**src/rtl/dac_load_ctrl_pkg.sv**
```systemverilog
// Shared definitions for the DAC load controller: channel codes, FSM states,
// frame layout and the round-robin helper used by the arbiter.
package dac_ctrl_pkg;

   localparam int FRAME_BITS = 16;

   localparam logic [1:0] CH_HV   = 2'd0;
   localparam logic [1:0] CH_BIAS = 2'd1;
   localparam logic [1:0] CH_THR  = 2'd2;

   typedef enum logic [2:0] {
      ST_IDLE,
      ST_SETUP,
      ST_SHIFT,
      ST_HOLD,
      ST_LDAC
   } state_t;

   // DAC frame, sent MSB first: two zero bits, channel, data byte, four zero bits
   function automatic logic [FRAME_BITS-1:0] build_frame(input logic [1:0] ch,
                                                         input logic [7:0] data);
      return {2'b00, ch, data, 4'b0000};
   endfunction

   // Next channel in the 0 -> 1 -> 2 -> 0 rotation
   function automatic logic [1:0] rr_next(input logic [1:0] ch);
      return (ch == CH_THR) ? CH_HV : ch + 2'd1;
   endfunction

   // First pending channel searching upward from the one after the last grant
   function automatic logic [1:0] rr_pick(input logic [2:0] pend,
                                          input logic [1:0] last);
      logic [1:0] c1;
      logic [1:0] c2;
      logic [1:0] c3;
      c1 = rr_next(last);
      c2 = rr_next(c1);
      c3 = rr_next(c2);
      if (pend[c1])
         return c1;
      else if (pend[c2])
         return c2;
      else
         return c3;
   endfunction

endpackage

```
**src/rtl/dac_load_ctrl_if.sv**
```systemverilog
// Bundle of the NI-side write strobes and the DAC pin/status outputs.
// The controller uses the slave view; whatever drives the strobes uses master.
interface dac_load_ctrl_if;

   logic [7:0] din;
   logic       set_hvdac;
   logic       set_biasdac;
   logic       set_thrshdac;
   logic       dac_sclk;
   logic       dac_sync_n;
   logic       dac_sdi;
   logic       dac_ldac_n;
   logic       busy;
   logic       done;
   logic [1:0] cur_chan;

   modport master (
      output din, set_hvdac, set_biasdac, set_thrshdac,
      input  dac_sclk, dac_sync_n, dac_sdi, dac_ldac_n, busy, done, cur_chan
   );

   modport slave (
      input  din, set_hvdac, set_biasdac, set_thrshdac,
      output dac_sclk, dac_sync_n, dac_sdi, dac_ldac_n, busy, done, cur_chan
   );

endinterface

```
**src/rtl/dac_load_ctrl_spi_shift.sv**
```systemverilog
// SPI bit engine: tick divider, frame shift register and sclk/sdi generation.
// The parent loads a frame while idle, then holds 'active' high for the whole
// transfer and 'shifting' high while the clock burst should run.
module dac_spi_shift
   import dac_ctrl_pkg::*;
#(
   parameter int CLK_DIV = 4
) (
   input  logic                  clk,
   input  logic                  rst,
   input  logic                  load,
   input  logic [FRAME_BITS-1:0] frame,
   input  logic                  active,
   input  logic                  shifting,
   output logic                  tick,
   output logic                  frame_end,
   output logic                  sclk,
   output logic                  sdi
);

   localparam logic [7:0] TICK_MAX  = 8'(CLK_DIV - 1);
   localparam logic [4:0] EDGE_LAST = 5'(2 * FRAME_BITS - 1);

   logic [7:0]            div_cnt;
   logic [4:0]            edge_cnt;
   logic [FRAME_BITS-1:0] shreg;

   assign tick      = active && (div_cnt == TICK_MAX);
   assign frame_end = shifting && tick && (edge_cnt == EDGE_LAST);

   // Half-period divider: restarts on every frame load, frozen while idle
   always_ff @(posedge clk) begin
      if (rst) begin
         div_cnt <= 8'd0;
      end else if (load) begin
         div_cnt <= 8'd0;
      end else if (active) begin
         if (tick)
            div_cnt <= 8'd0;
         else
            div_cnt <= div_cnt + 8'd1;
      end
   end

   // sclk toggles each tick while shifting; sdi advances on each falling edge
   // so it is stable across the following rising edge where the DAC samples
   always_ff @(posedge clk) begin
      if (rst) begin
         shreg    <= '0;
         edge_cnt <= 5'd0;
         sclk     <= 1'b0;
         sdi      <= 1'b0;
      end else if (load) begin
         shreg    <= frame;
         edge_cnt <= 5'd0;
         sclk     <= 1'b0;
         sdi      <= frame[FRAME_BITS-1];
      end else if (shifting && tick) begin
         edge_cnt <= edge_cnt + 5'd1;
         sclk     <= ~sclk;
         if (sclk) begin
            if (edge_cnt == EDGE_LAST) begin
               sdi <= 1'b0;
            end else begin
               shreg <= {shreg[FRAME_BITS-2:0], shreg[FRAME_BITS-1]};
               sdi   <= shreg[FRAME_BITS-2];
            end
         end
      end
   end

endmodule

```
**src/rtl/dac_load_ctrl.sv**
```systemverilog
// Shares the single serial DAC between the HV, bias and threshold write
// commands. Writes land in shadow registers and mark their channel pending;
// a round-robin arbiter picks one pending channel per frame, the frame is
// shifted out and LDAC is pulsed before the next grant.
module dac_load_ctrl
   import dac_ctrl_pkg::*;
#(
   parameter int CLK_DIV = 4
) (
   input  logic           clk,
   input  logic           rst,
   dac_load_ctrl_if.slave bus
);

   state_t                state;
   logic [7:0]            shadow [3];
   logic [2:0]            pending;
   logic [2:0]            strobe;
   logic [1:0]            rr;
   logic [1:0]            grant;
   logic                  grant_valid;
   logic [FRAME_BITS-1:0] frame;
   logic                  tick;
   logic                  frame_end;
   logic                  sclk;
   logic                  sdi;
   logic                  sync_n;
   logic                  ldac_n;
   logic                  busy;
   logic                  done;
   logic [1:0]            cur_chan;

   assign strobe[CH_HV]   = bus.set_hvdac;
   assign strobe[CH_BIAS] = bus.set_biasdac;
   assign strobe[CH_THR]  = bus.set_thrshdac;

   assign grant       = rr_pick(pending, rr);
   assign grant_valid = (state == ST_IDLE) && (pending != 3'b000);
   assign frame       = build_frame(grant, shadow[grant]);

   dac_spi_shift #(
      .CLK_DIV (CLK_DIV)
   ) u_shift (
      .clk       (clk),
      .rst       (rst),
      .load      (grant_valid),
      .frame     (frame),
      .active    (state != ST_IDLE),
      .shifting  (state == ST_SHIFT),
      .tick      (tick),
      .frame_end (frame_end),
      .sclk      (sclk),
      .sdi       (sdi)
   );

   // Shadow registers follow the write strobes regardless of transfer state
   always_ff @(posedge clk) begin
      if (rst) begin
         for (int ch = 0; ch < 3; ch++)
            shadow[ch] <= 8'h00;
      end else begin
         for (int ch = 0; ch < 3; ch++)
            if (strobe[ch])
               shadow[ch] <= bus.din;
      end
   end

   // Arbiter and transfer sequencer; a strobe landing on the granted channel
   // is applied after the grant clear so that channel stays pending
   always_ff @(posedge clk) begin
      if (rst) begin
         state    <= ST_IDLE;
         pending  <= 3'b000;
         rr       <= CH_THR;
         cur_chan <= CH_HV;
         sync_n   <= 1'b1;
         ldac_n   <= 1'b1;
         busy     <= 1'b0;
         done     <= 1'b0;
      end else begin
         done <= 1'b0;
         case (state)
            ST_IDLE: begin
               if (grant_valid) begin
                  pending[grant] <= 1'b0;
                  rr             <= grant;
                  cur_chan       <= grant;
                  sync_n         <= 1'b0;
                  busy           <= 1'b1;
                  state          <= ST_SETUP;
               end
            end
            ST_SETUP: begin
               if (tick)
                  state <= ST_SHIFT;
            end
            ST_SHIFT: begin
               if (frame_end) begin
                  sync_n <= 1'b1;
                  state  <= ST_HOLD;
               end
            end
            ST_HOLD: begin
               if (tick) begin
                  ldac_n <= 1'b0;
                  state  <= ST_LDAC;
               end
            end
            ST_LDAC: begin
               if (tick) begin
                  ldac_n <= 1'b1;
                  done   <= 1'b1;
                  busy   <= 1'b0;
                  state  <= ST_IDLE;
               end
            end
            default: begin
               state <= ST_IDLE;
            end
         endcase
         for (int ch = 0; ch < 3; ch++)
            if (strobe[ch])
               pending[ch] <= 1'b1;
      end
   end

   assign bus.dac_sclk   = sclk;
   assign bus.dac_sync_n = sync_n;
   assign bus.dac_sdi    = sdi;
   assign bus.dac_ldac_n = ldac_n;
   assign bus.busy       = busy;
   assign bus.done       = done;
   assign bus.cur_chan   = cur_chan;

endmodule

```
**src/flat_wrapper.sv**
```systemverilog
// flat-port wrapper written by rule: the top's interface ports become plain ports
module dac_load_ctrl_flat import dac_ctrl_pkg::*;
#(
   parameter int CLK_DIV = 4
)
  (clk, rst, bus_din, bus_set_hvdac, bus_set_biasdac, bus_set_thrshdac, bus_dac_sclk, bus_dac_sync_n, bus_dac_sdi, bus_dac_ldac_n, bus_busy, bus_done, bus_cur_chan);
  dac_load_ctrl_if bus_i ();
  input  logic clk;
  input  logic rst;
  input wire logic [$bits(bus_i.din)-1:0] bus_din;
  input wire logic [$bits(bus_i.set_hvdac)-1:0] bus_set_hvdac;
  input wire logic [$bits(bus_i.set_biasdac)-1:0] bus_set_biasdac;
  input wire logic [$bits(bus_i.set_thrshdac)-1:0] bus_set_thrshdac;
  output wire logic [$bits(bus_i.dac_sclk)-1:0] bus_dac_sclk;
  output wire logic [$bits(bus_i.dac_sync_n)-1:0] bus_dac_sync_n;
  output wire logic [$bits(bus_i.dac_sdi)-1:0] bus_dac_sdi;
  output wire logic [$bits(bus_i.dac_ldac_n)-1:0] bus_dac_ldac_n;
  output wire logic [$bits(bus_i.busy)-1:0] bus_busy;
  output wire logic [$bits(bus_i.done)-1:0] bus_done;
  output wire logic [$bits(bus_i.cur_chan)-1:0] bus_cur_chan;
  assign bus_i.din = bus_din;
  assign bus_i.set_hvdac = bus_set_hvdac;
  assign bus_i.set_biasdac = bus_set_biasdac;
  assign bus_i.set_thrshdac = bus_set_thrshdac;
  assign bus_dac_sclk = bus_i.dac_sclk;
  assign bus_dac_sync_n = bus_i.dac_sync_n;
  assign bus_dac_sdi = bus_i.dac_sdi;
  assign bus_dac_ldac_n = bus_i.dac_ldac_n;
  assign bus_busy = bus_i.busy;
  assign bus_done = bus_i.done;
  assign bus_cur_chan = bus_i.cur_chan;
  dac_load_ctrl #(.CLK_DIV(CLK_DIV)) u_core (.clk(clk), .rst(rst), .bus(bus_i));
endmodule
```
**config.mk**
```make
export PLATFORM = sky130hd
export DESIGN_NAME = dac_load_ctrl_flat
export DESIGN_NICKNAME = d
export VERILOG_FILES = /design/src/rtl/dac_load_ctrl_pkg.sv /design/src/rtl/dac_load_ctrl_if.sv /design/src/rtl/dac_load_ctrl_spi_shift.sv /design/src/rtl/dac_load_ctrl.sv /design/src/flat_wrapper.sv
export SDC_FILE = /design/constraint.sdc
export NUM_CORES = 1
export LEC_CHECK = 0
export BUFFER_PORTS_ARGS = -buffer_cell sky130_fd_sc_hd__clkbuf_2
export CAP_MARGIN = 30
export CORE_UTILIZATION = 48
export DETAILED_ROUTE_END_ITERATION = 12
export PLACE_DENSITY_LB_ADDON = 0.25
export SLEW_MARGIN = 20
export SYNTH_ARGS = -nofsm -noshare
export SYNTH_HDL_FRONTEND = slang
export SYNTH_SLANG_ARGS = --single-unit
```
**constraint.sdc**
```tcl
create_clock -name clk -period 2.1 [get_ports clk]
set_input_delay 0.42 -clock clk [delete_from_list [all_inputs] [get_ports clk]]
set_output_delay 0.42 -clock clk [all_outputs]
set_load 0.05 [all_outputs]
```
Yosys cells after proc, flatten, opt, wreduce, memory -nomap -nowiden

Memories as Yosys holds them, arrays and structs flattened.
Cells that the tools add are included.

Input port bits: 13
Latch bits: 0
Bits in writable memories: 24
Memories: 1
Output and inout port bits: 8
Register bits: 45
ROM bits: 0
Logic and storage cells: 132

Shift operators: 0
Equality and inequality tests: 15
Div/mod/pow operators: 0
Order comparisons: 4
Add/sub/neg operators: 5
Multipliers: 0
Reduce and logical (&&, ||, !) cells: 32
Bitwise operators: 8
Multiplexer cells: 51

Memory list:

| memory        | depth | width | rd ports | clocked after memory_dff | wr ports | RTL line            | RTL |
|---|---|---|---|---|---|---|---|
| u_core.shadow | 3     | 8     | 1        | 0                        | 3        | dac_load_ctrl.sv:16 | `logic [7:0] shadow [3];` |

Operator list:

| operator                                                                     | number |
|---|---|
| 14-bit two-way mux                                                           | 4 |
| 8-bit two-way mux                                                            | 4 |
| 1-bit two-way mux                                                            | 24 |
| 2-bit nonzero test                                                           | 11 |
| 3-bit two-way mux                                                            | 7 |
| 3-bit case mux with 5 select lines                                           | 1 |
| 3-bit AND reduction                                                          | 5 |
| 2-bit two-way mux                                                            | 5 |
| 2-bit AND reduction                                                          | 5 |
| 2-bit by 3-bit less-than comparator with 1-bit output, second input constant | 3 |
| 8-bit by 1-bit adder with 8-bit output, second input constant                | 1 |
| 8-bit by 2-bit equality test with 1-bit output, second input constant        | 1 |
| 2-bit by 1-bit adder with 2-bit output, second input constant                | 3 |
| 2-bit equality test, second input constant                                   | 3 |
| 3-bit by 2-bit equality test with 1-bit output, second input constant        | 2 |
| 2-bit by 1-bit inequality test with 1-bit output, second input constant      | 3 |
| 2-bit inequality test, second input constant                                 | 3 |
| 1-bit case mux with 2 select lines                                           | 3 |
| 3-bit nonzero test                                                           | 2 |
| 5-bit by 1-bit adder with 5-bit output, second input constant                | 1 |
| 5-bit equality test, second input constant                                   | 1 |
| 1-bit logical AND                                                            | 5 |
| 5-bit AND reduction                                                          | 1 |
| 1-bit binary-select mux with 2-bit select                                    | 2 |
| other kinds (10)                                                             | 15 |

Logic depth before layout (Yosys ltp)

Gate-level depths: netlist of the first run.

Depth in word-level cells: 17
Gate-level depth with buffers: 8
Depth with buffers taken out: 7

By module

Synthesis of the first run repeated with hierarchy kept, for this count alone.

Cell total of the unflattened synthesis: 343
Area total of the unflattened synthesis: 3404.5 um2

Modules (own cells, without submodules):

| module        | seq. area each (um2) | cells each | instances | area an instance (um2) |
|---|---|---|---|---|
| dac_load_ctrl | 980.9                | 161        | 1         | 1742.9 |
| dac_spi_shift | 620.6                | 182        | 1         | 1661.6 |

Least setup slack after synthesis of the first run

Ideal clock, no wire load.

Path kind: register to register
Start: register u_core.u_shift.edge_cnt[0]
End: register u_core.u_shift.shreg[10]
Period minus slack after synthesis: 2.221 ns
Data arrival time: 2.126 ns
Path slack: -0.121 ns
Stages on the path, launching flop included: 9
Setup time: 0.095 ns
Path buffers: 1
Data required time: 2.005 ns
Path through: dfxtp_1 ha_1 and3_1 ha_1 nor4b_1 nand4_2 buf_6 mux2i_1 a221oi_1

Cells in the longest elaborated chain, start to end: 3

RTL lines:

| element                                                           | RTL line                      | RTL |
|---|---|---|
| from (decl)                                                       | dac_load_ctrl_spi_shift.sv:25 | `logic [4:0] edge_cnt;` |
| from (signal assigned)                                            | dac_load_ctrl_spi_shift.sv:59 | `edge_cnt <= edge_cnt + 5'd1;` |
| 5-bit equality test                                               | dac_load_ctrl_spi_shift.sv:62 | `if (edge_cnt == EDGE_LAST) begin` |
| 2-bit by 1-bit inequality test with 1-bit output (no source line) | n/a                           |  |
| 3-bit AND reduction (no source line)                              | n/a                           |  |
| to (signal assigned)                                              | dac_load_ctrl_spi_shift.sv:54 | `shreg <= frame;` |
| to (signal assigned)                                              | dac_load_ctrl_spi_shift.sv:65 | `shreg <= {shreg[FRAME_BITS-2:0], shreg[FRAME_BITS-1]};` |
| to (decl)                                                         | dac_load_ctrl_spi_shift.sv:26 | `logic [FRAME_BITS-1:0] shreg;` |

Every way passes these cells.
A chain may end at the register's enable or synchronous reset.

Final worst setup path of the first run

Start: register u_core.u_shift.edge_cnt[0]
End: register u_core.u_shift.shreg[9]

Same word-level chain as after synthesis.

==> results of run 1 <==
-- worst max-delay path, stage by stage, from the launching register on --
cell and delay (ns):
dfxtp_2 0.33, ha_2 0.18, and3_4 0.18, ha_4 0.16, nor4b_4 0.32, nand4_4 0.17, clkbuf_16 0.20, mux2i_1 0.13
a221oi_2 0.24
-- through the flow --
step	hold WS, ns	area [sq um]	setup WS (ns)	utilization (%)	total power, mW
2_1_floorplan	0.454	2860	0.0123	-	1.82
3_3_place_gp	0.460	3080	0.0182	55.0	1.92
3_5_place_dp	0.480	3080	-0.116	55.0	1.93
4_1_cts	0.307	3280	0.0618	58.6	2.88
5_1_grt	0.325	3360	0.00895	60.0	3.01
6_report	0.315	3360	0.105	60.0	2.88
-- cells in the mapped netlist (2+ instances only) --
library cell / instances / area, sq um
dfxtp_1: 44 / 881
nor2_1: 30 / 113
edfxtp_1: 24 / 721
mux2i_1: 18 / 180
a221oi_1: 16 / 140
nand2_1: 15 / 56.3
and2_1: 9 / 56.3
xor2_1: 9 / 78.8
nor3_1: 8 / 40.0
clkbuf_1: 7 / 26.3
nand4_1: 7 / 43.8
a21oi_1: 6 / 30.0
o21ai_0: 6 / 30.0
nand3_1: 5 / 25.0
a211oi_1: 4 / 30.0
or2_2: 4 / 25.0
or3_1: 4 / 25.0
buf_2: 3 / 15.0
ha_1: 3 / 37.5
inv_1: 3 / 11.3
or4_1: 3 / 22.5
and3_1: 2 / 12.5
nand3b_1: 2 / 15.0
-- flip-flops by register name, indices dropped and copies added, names as in the netlist, 2 cells and up --
| register | flops |
|---|---|
| u_core.u_shift.edge_cnt | 5 |
| u_core.pending | 3 |
| u_core.shadow | 24 |
| u_core.bus.cur_chan | 2 |
| u_core.u_shift.div_cnt | 8 |
| u_core.u_shift.shreg | 16 |
| u_core.state | 3 |
-- routing by layer --
| metal | routed length, um | GRT usage, % | vias to the layer above |
|---|---|---|---|
| met5 | 0 | 0 | - |
| met4 | 107 | 11.1 | 0 |
| met3 | 251 | 3.79 | 12 |
| met2 | 2500 | 26.3 | 50 |
| met1 | 2710 | 28.6 | 970 |
| li1 | - | - | 1020 |
-- kinds of logic (layout without fill, tap and decap cells) --
group           after synthesis  count (layout)  synth area share (%)
compound gates               41              41                  10.5
xor+xnor                     10              10                  3.09
fa+ha+maj                     3               3                  1.33
buf+inv                      16              54                  2.70
flops                        68              68                  56.6
mux                          18              18                  6.37
simple gates                101             101                  19.5
-- where the power goes --
group          internal, mW  switching (mW)
logic                 0.141           0.250
clock network         0.431           0.532
registers              1.47          0.0618
-- layout make-up --
class                           count  area (sq um)
Clock buffer                        9           124
Fill cell                         487          2250
Sequential cell                    68          1600
Tap cell                           72          90.1
Inverter                            3          11.3
Multi-Input combinational cell    173          1230
Timing Repair Buffer               35           255
Clock inverter                      7          50.0
-- repair_timing --
| action | in CTS | in global routing |
|---|---|---|
| gates cloned | 0 | 1 |
| gates resized for setup | 1 | 9 |
| buffers inserted | 1 | 1 |
| setup endpoints to repair | 14 | 9 |
| pin swaps | 3 | 8 |
-- path summary, 6_finish.rpt --
check | endpoint | slack, ns
worst max-delay path | u_core.u_shift.shreg[9] | 0.11
worst min-delay path | u_core.pending[1] | 0.31
worst max register to register | u_core.u_shift.shreg[9] | 0.11
worst min register to register | u_core.u_shift.sdi | 0.49
==> results.yml, run 1 <==
status:
  status: "complete, no violations"
routing:
  drtAntennaViolNets: 0
  viasPerCell: 5.59
  wire_per_inst_um: 15.2
  drc: 0
  wl_um: 5570
  first_pass_iters: 4
  vias: 2052
  drt_iter0_drc: 141
min_path:
  hp-class: "in2reg"
  hold_path_depth: 2
  hp-start: "rst"
setup_path:
  reg2regPathDepth: 8
  crit_path_end_kind: "register"
  cp-startpoint: "u_core.u_shift.edge_cnt[0]"
  r2r_start: "u_core.u_shift.edge_cnt[0]"
  crit_arrival_ns: 2.25
  crit_path_start_kind: "register"
  critPathMaxFanout: 5
  worst_ep_required_time_ns: 2.36
  critical_path_class: "reg2reg"
timing:
  timing.fmax_mhz: 501
  finalSetupTns_ns: 0
  maxSlewViolCount: 0
  post-route-period-util_pct: 95.0
  setup_viol: 0
  timing.final.crit_period_ns: 1.99
  slew_headroom_pct: 62.0
  finClkSkew_ns: 0.00621
  rsz0062_at_grt: "no"
  worst_pin_slew_ns: 0.569
  hold_viol: 0
synthesis:
  synth.distinct_cells: 48
  syn_nets: 273
  synth-seq-cells: 68
  synth_warnings: 0
  yosysSeqAreaShare_pct: 56.6
  synth_area_sq_um: 2830
  avgSynthCellArea_sq_um: 11.0
  synth-async-reset-ratio_pct: 0
  synth_ff_type: "dfxtp_1"
  synth_edf_count: 24
  syn_inst: 257
floorplanning:
  fp.dieArea_sq_um: 6210
  coreArea_sq_um: 5610
  num_io_pins: 21
  core.rowCount: 27
  die_height_um: 78.8
  fp.dieW_um: 78.8
  start_util_pct: 50.5
global_route:
  grt_overflow: 0
  antenna_found_initial: 0
  grt_pass1_wl_um: 9080
  groute.usage.overall_pct: 19.4
  grt_pass1_vias: 1839
  grt_max_degree: 19
pwr:
  pwr_density_cell_nw_per_um2: 858
  ir_worst_vdd_mv: 0.527
  p_leak_nw: 1.36
layout:
  area_delta_synth_final_pct: 18.8
  most-common-layout-cells: "42 x dfxtp_1, 30 x nor2_1, 24 x edfxtp_1, 20 x clkbuf_2, 18 x mux2i_1"
  antenna_cells: 0
  drive_gt1_share_pct: 24.7
  fin_cells: 367
  final_common_cell: "dfxtp_1"
  nets: 306
cts:
  clock_latency_ns: 0.34
  cts_tree: "done"
  cts_buffers: 9
  clock_path_buffers: 2
  clk_pin_slew_worst_paths_ns: 0.08
  h-tree-depth: 3
  root_buffer: "clkbuf_8"
  cts_hold_buf: 0
  cts_sinks: 68
placement:
  port_buffers: 20
  place_congestion: 0.838
  dp_hpwl_um: 3710
  dp.cells: 348
job:
  maxCapViolCount: 0
Power figures use the tool's default switching activity.
==> run 2: changes to the inputs <==
- PLACE_DENSITY: unset -> 0.68
- PLACE_DENSITY_LB_ADDON: 0.25 -> unset
==> run 2 against run 1 <==
  * Sequential power hardly changed
  * Combinational power is 4% lower
  * Setup slack better by 0.032 ns
  * Cell area is 0.86% higher
  * Critical path type unchanged
  * Fmax is 1.6% higher
  * Largest cell class unchanged
  * Sequential share of layout area is 0.44 points lower
  * Worst hold slack better by 0.0051 ns
  * Total power is 4.7% higher
  * Non-clock buffer count is 2 higher
==> results.yml, run 2 (same netlist as run 1, synthesis figures left out) <==
status:
  status: "complete, no violations"
floorplanning:
  coreArea_sq_um: 5610
  fp.dieArea_sq_um: 6210
  die_height_um: 78.8
  fp.dieW_um: 78.8
  start_util_pct: 50.5
  num_io_pins: 21
  core.rowCount: 27
pwr:
  sequentialPowerShare_pct: 50.7
  combPwrFrac_pct: 12.5
  p_switching_mw: 0.846
  internal_power_mw: 2.17
  p_leak_nw: 1.39
  ir_worst_vdd_mv: 0.487
  pwr_density_cell_nw_per_um2: 891
  clockPowerShare_pct: 36.8
  finalPower_mw: 3.02
  swShare_pct: 28.0
cts:
  cts_sinks: 68
  cts_tree: "done"
  cts_buffers: 9
  clock_path_buffers: 2
  root_buffer: "clkbuf_8"
  h-tree-depth: 3
  clk_pin_slew_worst_paths_ns: 0.08
  clock_latency_ns: 0.34
  cts_hold_buf: 0
timing:
  rsz0062_at_grt: "no"
  hold_viol: 0
  slew_headroom_pct: 64.3
  timing.final.crit_period_ns: 1.96
  worst_pin_slew_ns: 0.534
  finClkSkew_ns: 0.00665
  setup_slack_ns: 0.137
  hold_slack_ns: 0.320
  timing.fmax_mhz: 510
  post-route-period-util_pct: 93.5
  setup_viol: 0
  finalSetupTns_ns: 0
  maxSlewViolCount: 0
setup_path:
  reg2regPathDepth: 8
  worst_ep_required_time_ns: 2.34
  reg2reg_to: "u_core.u_shift.shreg[7]"
  regToRegSetupSlack_ns: 0.14
  critPathMaxFanout: 6
  crit_path_start_kind: "register"
  critical_path_class: "reg2reg"
  crit_arrival_ns: 2.21
  r2r_start: "u_core.u_shift.edge_cnt[0]"
  crit_path_end_kind: "register"
placement:
  port_buffers: 20
  dp.cells: 351
  place_ws_ns: -0.0353
  dp_hpwl_um: 3770
  place_congestion: 0.814
  dpl-instance-area_sq_um: 3110
min_path:
  hold_path_depth: 2
  hp-class: "in2reg"
  holdPathEnd: "u_core.pending[1]"
  hp-start: "rst"
layout:
  largest_register_ff_count: 24
  fin_cells: 369
  nFillCells: 498
  nets: 308
  antenna_cells: 0
  most-common-layout-cells: "43 x dfxtp_1, 30 x nor2_1, 24 x edfxtp_1, 20 x clkbuf_2, 18 x mux2i_1"
  regMostFlops: "u_core.shadow"
  drive_gt1_share_pct: 23.9
  design_area_sq_um: 3390
  largestRegisters: "u_core.shadow x24, u_core.u_shift.shreg x16, u_core.u_shift.div_cnt x8"
  area_delta_synth_final_pct: 19.8
  final_common_cell: "dfxtp_1"
  fin_util_pct: 60.5
global_route:
  grt_overflow: 0
  grt_pass1_vias: 1913
  groute.usage.overall_pct: 19.9
  grt_max_degree: 19
  grt_pass1_wl_um: 9270
  antenna_found_initial: 0
routing:
  drc: 0
  drtAntennaViolNets: 0
  wire_per_inst_um: 14.6
  vias: 2011
  drt_iter0_drc: 91
  viasPerCell: 5.45
  first_pass_iters: 4
  wl_um: 5390
job:
  maxCapViolCount: 0
## run 2: changes by cell type in the layout (fill, tap and decap cells not counted)
cell	change
a221oi_2	-3
clkinvlp_4	-2
bufinv_16	+1
clkinv_2	-1
dfxtp_2	-1
buf_4	+2
inv_8	+1
clkinv_4	+2
clkinvlp_2	-1
dfxtp_1	+1
a221oi_1	+3
## run 2: cell type report
class,count,area [sq um],area share (%)
Clock buffer,9,124,3.65
Clock inverter,7,83.8,2.47
Inverter,3,11.3,0.332
Multi-Input combinational cell,173,1210,35.6
Sequential cell,68,1600,47.3
Tap cell,72,90.1,2.66
Timing Repair Buffer,37,270,7.97
## run 2: how the worst max path moves through the flow
stage,start,to,cells past startpoint
floorplan,u_core.u_shift.edge_cnt[0],u_core.u_shift.shreg[10],8
global placement,u_core.u_shift.edge_cnt[0],u_core.u_shift.shreg[7],7
detailed placement,u_core.u_shift.edge_cnt[0],u_core.u_shift.shreg[10],7
CTS,u_core.u_shift.edge_cnt[0],u_core.u_shift.shreg[6],8
global route,u_core.u_shift.edge_cnt[0],u_core.u_shift.shreg[4],8
finish,u_core.u_shift.edge_cnt[0],u_core.u_shift.shreg[7],8
## run 2: per-layer routing
layer / share of wire, % / up-vias / routed length [um] / global-route usage, %
met4: 1.2 / 0 / 63 / 7.22
met2: 45 / 29 / 2410 / 27.0
li1: - / 1026 / - / -
met3: 3.3 / 4 / 176 / 7.24
met1: 51 / 952 / 2740 / 28.8
met5: 0 / - / 0 / 0
## run 2: critical path, cell delays in order (launching register included)
cell and delay [ns]:
dfxtp_2 0.32, ha_2 0.18, and3_4 0.18, ha_4 0.16, nor4b_4 0.28, nand4_4 0.17, buf_12 0.17, mux2i_1 0.11
a221oi_1 0.28
## run 2: power by group through the flow
stage / clock network (mW) / registers [mW] / logic, mW
final: 1.11 / 1.53 / 0.377
after global routing: 1.21 / 1.54 / 0.421
after CTS: 1.15 / 1.53 / 0.372
after detailed placement: 0 / 1.56 / 0.370
after global placement: 0 / 1.56 / 0.366
after floorplan: 0 / 1.57 / 0.249
## run 2: repair_timing
action / 4_1_cts / 5_1_grt
gates cloned: 0 / 1
setup endpoints to repair: 11 / 15
buffers inserted: 1 / 0
pin swaps: 1 / 5
resized for setup: 0 / 6
